==> src/rtl/pin_test_pattern_gen_if.sv <==
// Pattern-generator bus: pattern controls in, test pins and status pulses out.
//   mode          3-bit pattern select (0 DIV, 1 WALK1, 2 WALK0, 3 ID, 4 STATIC)
//   static_level  level driven on all pins in STATIC mode
//   pins          NUM_PINS registered test outputs
//   step_tick     one-clock pulse at each step boundary
//   frame_sync    one-clock pulse on the first bit of each ID frame
//   sweep_done    one-clock pulse when the walking position wraps
//   heartbeat     slow divider MSB for an LED
// master: the side that selects the pattern; slave: the generator.
interface pin_test_pattern_gen_if #(
  parameter int NUM_PINS = 64
);
  logic [2:0]          mode;
  logic                static_level;
  logic [NUM_PINS-1:0] pins;
  logic                step_tick;
  logic                frame_sync;
  logic                sweep_done;
  logic                heartbeat;

  modport master (
    output mode, static_level,
    input  pins, step_tick, frame_sync, sweep_done, heartbeat
  );

  modport slave (
    input  mode, static_level,
    output pins, step_tick, frame_sync, sweep_done, heartbeat
  );
endinterface

==> src/rtl/pin_test_pattern_gen.sv <==
// Board-wiring test pattern generator. Drives NUM_PINS outputs with divider
// taps, a walking one/zero, per-pin serial ID frames, or a static level.
// Ports:
//   _125MHZ  system clock
//   nRESET   asynchronous active-low reset
//   bus      pin_test_pattern_gen_if.slave (mode/static_level in;
//            pins, step_tick, frame_sync, sweep_done, heartbeat out)
// The active pattern only changes on a step tick so a scope trace always
// starts on a clean step boundary; STATIC follows static_level every clock.
module pin_test_pattern_gen #(
  parameter int NUM_PINS  = 64,
  parameter int DIV_WIDTH = 28,
  parameter int TAP_BASE  = 6,
  parameter int STEP_DIV  = 12500000,
  parameter int IDW       = 8
) (
  input logic                  _125MHZ,
  input logic                  nRESET,
  pin_test_pattern_gen_if.slave bus
);

  localparam int FRAME_LEN   = IDW + 5;
  localparam int POS_W       = (NUM_PINS > 1) ? $clog2(NUM_PINS) : 1;
  localparam int BIT_W       = $clog2(FRAME_LEN);
  localparam int FRAME_SLOTS = 1 << BIT_W;
  localparam int PRESC_W     = $clog2(STEP_DIV);

  typedef enum logic [2:0] {
    MODE_DIV    = 3'd0,
    MODE_WALK1  = 3'd1,
    MODE_WALK0  = 3'd2,
    MODE_ID     = 3'd3,
    MODE_STATIC = 3'd4,
    MODE_RSV5   = 3'd5,
    MODE_RSV6   = 3'd6,
    MODE_RSV7   = 3'd7
  } mode_e;

  // Frame slot b holds the bit sent during bit period b:
  // 1, 0, id MSB..LSB, even parity, 0, 0. Unused slots stay 0.
  function automatic logic [FRAME_SLOTS-1:0] id_frame(input logic [IDW-1:0] id);
    logic [FRAME_SLOTS-1:0] f;
    f    = '0;
    f[0] = 1'b1;
    for (int b = 0; b < IDW; b++) begin
      f[2+b] = id[IDW-1-b];
    end
    f[IDW+2] = ^id;
    return f;
  endfunction

  logic [DIV_WIDTH-1:0] div_cnt_reg, div_cnt_next;
  logic [PRESC_W-1:0]   presc_reg, presc_next;
  logic [2:0]           mode_q_reg, mode_q_next;
  mode_e                active_reg, active_next;
  logic [POS_W-1:0]     pos_reg, pos_next;
  logic [BIT_W-1:0]     bit_reg, bit_next;
  logic [NUM_PINS-1:0]  pins_reg, pins_next;
  logic                 step_tick_reg, step_tick_next;
  logic                 frame_sync_reg, frame_sync_next;
  logic                 sweep_done_reg, sweep_done_next;

  logic                 tick;
  logic                 mode_changed;
  logic                 walk_wrap;
  logic [NUM_PINS-1:0]  div_tap;
  logic [NUM_PINS-1:0]  id_bits;
  logic [NUM_PINS-1:0]  walk_onehot;

  // Per-pin divider tap and ID frame bit for the upcoming bit period.
  for (genvar gi = 0; gi < NUM_PINS; gi++) begin : g_pin
    logic [FRAME_SLOTS-1:0] frame_bits;
    assign frame_bits  = id_frame(IDW'(gi));
    assign div_tap[gi] = div_cnt_reg[(TAP_BASE + gi) % DIV_WIDTH];
    assign id_bits[gi] = frame_bits[bit_next];
  end

  assign walk_onehot = NUM_PINS'(1) << pos_next;

  always_ff @(posedge _125MHZ or negedge nRESET) begin
    if (!nRESET) begin
      div_cnt_reg    <= '0;
      presc_reg      <= '0;
      mode_q_reg     <= '0;
      active_reg     <= MODE_DIV;
      pos_reg        <= '0;
      bit_reg        <= '0;
      pins_reg       <= '0;
      step_tick_reg  <= 1'b0;
      frame_sync_reg <= 1'b0;
      sweep_done_reg <= 1'b0;
    end else begin
      div_cnt_reg    <= div_cnt_next;
      presc_reg      <= presc_next;
      mode_q_reg     <= mode_q_next;
      active_reg     <= active_next;
      pos_reg        <= pos_next;
      bit_reg        <= bit_next;
      pins_reg       <= pins_next;
      step_tick_reg  <= step_tick_next;
      frame_sync_reg <= frame_sync_next;
      sweep_done_reg <= sweep_done_next;
    end
  end

  // Counters and active-mode state. The tick edge is the edge on which the
  // step_tick register rises, so every tick-driven change lands on the pins
  // in the same cycle the pulse is visible.
  always_comb begin
    tick         = (presc_reg == PRESC_W'(STEP_DIV - 1));
    div_cnt_next = div_cnt_reg + DIV_WIDTH'(1);
    presc_next   = tick ? '0 : presc_reg + PRESC_W'(1);
    mode_q_next  = bus.mode;
    active_next  = active_reg;
    pos_next     = pos_reg;
    bit_next     = bit_reg;
    mode_changed = 1'b0;
    walk_wrap    = 1'b0;
    if (tick) begin
      active_next  = mode_e'(mode_q_reg);
      mode_changed = (active_next != active_reg);
      if (mode_changed) begin
        // New pattern always starts from position 0 / frame bit 0.
        pos_next = '0;
        bit_next = '0;
      end else begin
        walk_wrap = (pos_reg == POS_W'(NUM_PINS - 1));
        pos_next  = walk_wrap ? '0 : pos_reg + POS_W'(1);
        bit_next  = (bit_reg == BIT_W'(FRAME_LEN - 1)) ? '0 : bit_reg + BIT_W'(1);
      end
    end
  end

  // Registered outputs, computed from the post-tick state.
  always_comb begin
    step_tick_next  = tick;
    sweep_done_next = walk_wrap &&
                      ((active_next == MODE_WALK1) || (active_next == MODE_WALK0));
    frame_sync_next = tick && (active_next == MODE_ID) && (bit_next == '0);
    pins_next       = '0;
    case (active_next)
      MODE_DIV:    pins_next = div_tap;
      MODE_WALK1:  pins_next = walk_onehot;
      MODE_WALK0:  pins_next = ~walk_onehot;
      MODE_ID:     pins_next = id_bits;
      MODE_STATIC: pins_next = {NUM_PINS{bus.static_level}};
      default:     pins_next = '0;
    endcase
  end

  assign bus.pins       = pins_reg;
  assign bus.step_tick  = step_tick_reg;
  assign bus.frame_sync = frame_sync_reg;
  assign bus.sweep_done = sweep_done_reg;
  assign bus.heartbeat  = div_cnt_reg[DIV_WIDTH-1];

endmodule

==> src/flat_wrapper.sv <==
// flat-port wrapper written by rule: the top's interface ports become plain ports
module pin_test_pattern_gen_flat 
#(
  parameter int NUM_PINS  = 64,
  parameter int DIV_WIDTH = 28,
  parameter int TAP_BASE  = 6,
  parameter int STEP_DIV  = 12500000,
  parameter int IDW       = 8
)
  (_125MHZ, nRESET, bus_mode, bus_static_level, bus_pins, bus_step_tick, bus_frame_sync, bus_sweep_done, bus_heartbeat);
  pin_test_pattern_gen_if #(.NUM_PINS(NUM_PINS)) bus_i ();
  input logic _125MHZ;
  input logic nRESET;
  input wire logic [$bits(bus_i.mode)-1:0] bus_mode;
  input wire logic [$bits(bus_i.static_level)-1:0] bus_static_level;
  output wire logic [$bits(bus_i.pins)-1:0] bus_pins;
  output wire logic [$bits(bus_i.step_tick)-1:0] bus_step_tick;
  output wire logic [$bits(bus_i.frame_sync)-1:0] bus_frame_sync;
  output wire logic [$bits(bus_i.sweep_done)-1:0] bus_sweep_done;
  output wire logic [$bits(bus_i.heartbeat)-1:0] bus_heartbeat;
  assign bus_i.mode = bus_mode;
  assign bus_i.static_level = bus_static_level;
  assign bus_pins = bus_i.pins;
  assign bus_step_tick = bus_i.step_tick;
  assign bus_frame_sync = bus_i.frame_sync;
  assign bus_sweep_done = bus_i.sweep_done;
  assign bus_heartbeat = bus_i.heartbeat;
  pin_test_pattern_gen #(.NUM_PINS(NUM_PINS), .DIV_WIDTH(DIV_WIDTH), .TAP_BASE(TAP_BASE), .STEP_DIV(STEP_DIV), .IDW(IDW)) u_core (._125MHZ(_125MHZ), .nRESET(nRESET), .bus(bus_i));
endmodule
==> config.mk <==
export PLATFORM = sky130hd
export DESIGN_NAME = pin_test_pattern_gen_flat
export DESIGN_NICKNAME = d
export VERILOG_FILES = /design/src/rtl/pin_test_pattern_gen_if.sv /design/src/rtl/pin_test_pattern_gen.sv /design/src/flat_wrapper.sv
export SDC_FILE = /design/constraint.sdc
export NUM_CORES = 1
export LEC_CHECK = 0
export BUFFER_PORTS_ARGS = -buffer_cell sky130_fd_sc_hd__buf_2
export CAP_MARGIN = 20
export CELL_PAD_IN_SITES_DETAIL_PLACEMENT = 1
export CELL_PAD_IN_SITES_GLOBAL_PLACEMENT = 1
export CORE_ASPECT_RATIO = 1.4
export CORE_MARGIN = 1
export CORE_UTILIZATION = 30
export CTS_CLUSTER_DIAMETER = 200
export DETAILED_ROUTE_END_ITERATION = 8
export PLACE_DENSITY_LB_ADDON = 0.15
export SLEW_MARGIN = 5
export SYNTH_ARGS = -nofsm -noshare
export SYNTH_HDL_FRONTEND = slang
export SYNTH_SLANG_ARGS = --single-unit
==> constraint.sdc <==
create_clock -name _125MHZ -period 6.8 [get_ports _125MHZ]
set_input_delay 0.34 -clock _125MHZ [delete_from_list [all_inputs] [get_ports _125MHZ]]
set_output_delay 0.34 -clock _125MHZ [all_outputs]
set_load 0.005 [all_outputs]
==> results.md <==
* Post-Synthesis Cell Area at between 0.008 and 0.009 mm^2
* Buffer type at the clock tree root: clkbuf_16
* CP max-delay cell: o21ai_0
* Synthesis-stage register bit count at 135
* Number of placement rows at 72
* Switching pwr at 0.000395 W
* Hold Path Class: in -> reg
* Worst path required time at 7.05 ns
* Clock network fraction of total power at 53.3%
* CTS tree: done
* Final setup fails at 0
* Max clock buf depth at 2
* Final HPWL DP at about 21000 um
* Total wire length at ~30000 um
* CTS clk-pin slew, worst paths at 0.06 ns
* FMAX at approximately 220 MHz
* Worst Setup SP: u_core.presc_reg[0]
* Cells after DPL at about 1200
* Synth Warn # at 0
* Worst-Margin Slew at between 1 and 1.5 ns
* Sequential share of the synthesized area at 40.2%
* Number of I/O port buffers at 73
* Net count after synthesis at between 800 and 900
* Most used cell, CP: ha_1
* Final Non-Filler Cells at between 1000 and 1500
* Largest net degree at the start of global routing at 69
* Synth top area share at about 40%
* Rel. slew slack at between 20% and 30%
* Max FFs per register at 64
* Worst setup EP type: flip-flop
* Gr ovfl total at 0
* Routed Antenna Nets at 0
* Crit-path max FO at 26
* RSZ-0062 raised after global routing: no
* Leak at 4.01 nW
* Ys async rst share at 100%
* Vias in the first global route at approximately 7400
* Final slew viol count at 0
* First-pass GRT wire length at about 46000 um
* Top Layer Used: met5
* Residual DRC at 0
* WHS at 0.0215 ns
* Met1 wire length at 11900 um
* Via density per instance at 5.46
* Unique masters post-synth at 71
* Antenna violations before repair at 1
* Met3 Wirelength at 970 um
* Fillers at 3169
* Reg2reg setup slack at between 2 and 2.5 ns
* Final hold viol count at 0
* Latest clock arrival within the worst-skew pair at between 0.4 and 0.5 ns
* Int Power at 0.00139 W
* Worst Skew at 0.0118 ns
* Core area at roughly 0.028 mm^2
* Combinational share of power at around 1.5%
* Clock sink total at 135
* Crit Path Category: reg -> reg
* R2R Path End: u_core.bus.pins[30]
* Crit path DAT at ~4.7 ns
* Die width at 144 um
* Drt pass-1 iters at 4
* Share of post-route cells with drive strength above 1 at 23.6%
* CP endpoint: u_core.bus.pins[30]
* H-tree Lvls at 4
* TritonCTS buffer count at 17
* Post-CTS Setup Inserts at 0
* Final nets at roughly 900
* Routed len/inst at ~24 um
* Worst reg2reg path startpoint: u_core.presc_reg[0]
* Reg2Reg Depth at 12
* Post-Syn Area per Cell at 10.1 um^2
* Ranking of synthesized cells by area: dfrtp_1 (40%), mux2i_1 (7.4%), nor4_2 (7.0%)
* Placed Instance Area at 0.00896 mm^2
* Die area at approximately 0.029 mm^2
* Crit path cell chain: ha_1 > nand4_2 > nor3_4 > nand2_2 > inv_2 > nand2_1 > o21a_1 > ha_1 > ha_1 > o21ai_0 > a21o_1 > o2111ai_1
* Setup slack after layout at about 2.3 ns
* Sw Ratio at 22.1%
* Finished Cell Area at 0.00959 mm^2
* Post-synth EDFFs at 0
* Antenna cell count at 0
* Critical Path Start Type: flip-flop
* Reg power frac at 45.1%
* Crit-path max cell delay at approximately 0.63 ns
* Vias at between 6000 and 7000
* IO Count at 74
* Final worst path period need at 4.47 ns
* GP Congestion at 0.853
* TNS Setup at 0 ns
* Status: completed
* Tcrit/Tclk final at ~66%
* Predominant post-synthesis flop cell: dfrtp_1
* Initial Utilization at roughly 31%
* Max cap viols at 0
* Pwr/cell area at 186 mW/mm^2
* Initial DRC count at 415
* Setup WS pre-CTS at ~2.3 ns
* Post-Syn Instances at ~830
* Gr usage total at 21.9%
* Met2 WL post-DR at 15800 um
* Max IR drop VDD at 0.000143 V
* Chip height at 200 um
* Area Overhead vs Synth at 14.0%
* Synth area leader: dfrtp_1
-- per-stage QoR --
stage / total power, W / utilization [%]
final: 0.00179 / 34.8
after detailed placement: 0.000850 / 32.5
after floorplan: 0.000828 / -
after global routing: 0.00185 / 34.8
after global placement: 0.000850 / 32.5
after CTS: 0.00182 / 34.8
-- worst max-delay path, delay by kind of cell, from the launching register on --
| kind | cells | cell delay, ns |
|---|---|---|
| simple gates | 4 | 1.27 |
| compound gates | 4 | 1.20 |
| fa+ha+maj | 3 | 0.89 |
| buf+inv | 1 | 0.51 |
| flops | 1 | 0.38 |
-- Yosys cell counts (17+ instances only) --
master / n
nor3_1: 23
dfrtp_1: 135
mux2i_1: 62
a21oi_1: 45
and3_1: 17
nor2_1: 42
nand4_1: 18
clkbuf_1: 22
nor4_2: 47
nand3_1: 40
o211ai_1: 37
xnor2_1: 26
nand2_1: 57
xor2_1: 27
buf_2: 29
-- repair_timing --
| action | in CTS | in global routing |
|---|---|---|
| resized for setup | 0 | 0 |
| hold buffers | 3 | 0 |
| endpoints found under the hold margin | 69 | 0 |
-- worst min path at each step --
stage          depth (start not counted)  slack [ns]                    to         from
2_1_floorplan                          0        0.04  u_core.active_reg[0]       nRESET
3_3_place_gp                           1        0.41  u_core.mode_q_reg[0]       nRESET
3_5_place_dp                           1        0.41  u_core.mode_q_reg[0]       nRESET
4_1_cts                                1       0.004  u_core.mode_q_reg[2]  bus_mode[2]
5_1_grt                                1       0.002  u_core.mode_q_reg[2]  bus_mode[2]
6_report                               1        0.02  u_core.mode_q_reg[2]  bus_mode[2]
-- area by class of cell --
| cell class | instances | area (um^2) | area share [%] |
|---|---|---|---|
| clock buffer | 19 | 443 | 4.62 |
| clock inverter | 12 | 154 | 1.60 |
| inverter | 19 | 71.3 | 0.744 |
| multi-input combinational | 610 | 4610 | 48.0 |
| sequential | 135 | 3380 | 35.2 |
| tap | 370 | 463 | 4.83 |
| timing repair buffer | 86 | 477 | 4.97 |
-- placed cells by master, fill, tap and decap left out, types with 14 or more instances in the layout --
| cell | netlist | layout |
|---|---|---|
| buf_2 | 29 | 72 |
| xor2_1 | 27 | 27 |
| nand2_1 | 57 | 57 |
| nor4_2 | 47 | 47 |
| dfrtp_1 | 135 | 135 |
| mux2i_1 | 62 | 62 |
| o211ai_1 | 37 | 37 |
| nor3_1 | 23 | 22 |
| ha_1 | 14 | 14 |
| clkbuf_16 | 0 | 17 |
| inv_1 | 14 | 14 |
| nand3_1 | 40 | 40 |
| a21oi_1 | 45 | 45 |
| and3_1 | 17 | 17 |
| nand4_1 | 18 | 18 |
| xnor2_1 | 26 | 26 |
| nor2_1 | 42 | 40 |
-- cells by family (layout without fill, tap and decap cells) --
logic type	count (synthesis)	in the layout	share of synthesized area (%)
adder cells (fa/ha/maj)	14	14	2.08
XOR/XNOR	56	56	6.10
AND/OR/NAND/NOR	313	313	24.8
buffers and inverters	87	136	5.34
multiplexers	62	62	7.38
AO/OA/AOI/OAI	165	165	14.1
flip-flops	135	135	40.2
-- routing by layer --
layer  track usage [%]  up-vias
met2              37.5      140
met1              25.5     3495
li1                  -     3137
met4              12.4        2
met5                 0        -
met3              3.59       53
-- power by group through the flow --
stage	Clock, W	Sequential, W	Combinational (W)
3_3_place_gp	0	0.000822	0.0000278
3_5_place_dp	0	0.000822	0.0000279
4_1_cts	0.000986	0.000807	0.0000293
5_1_grt	0.00101	0.000807	0.0000319
2_1_floorplan	0	0.000819	0.00000876
6_report	0.000954	0.000807	0.0000274
No activity file was read; power rests on OpenSTA's default activity.
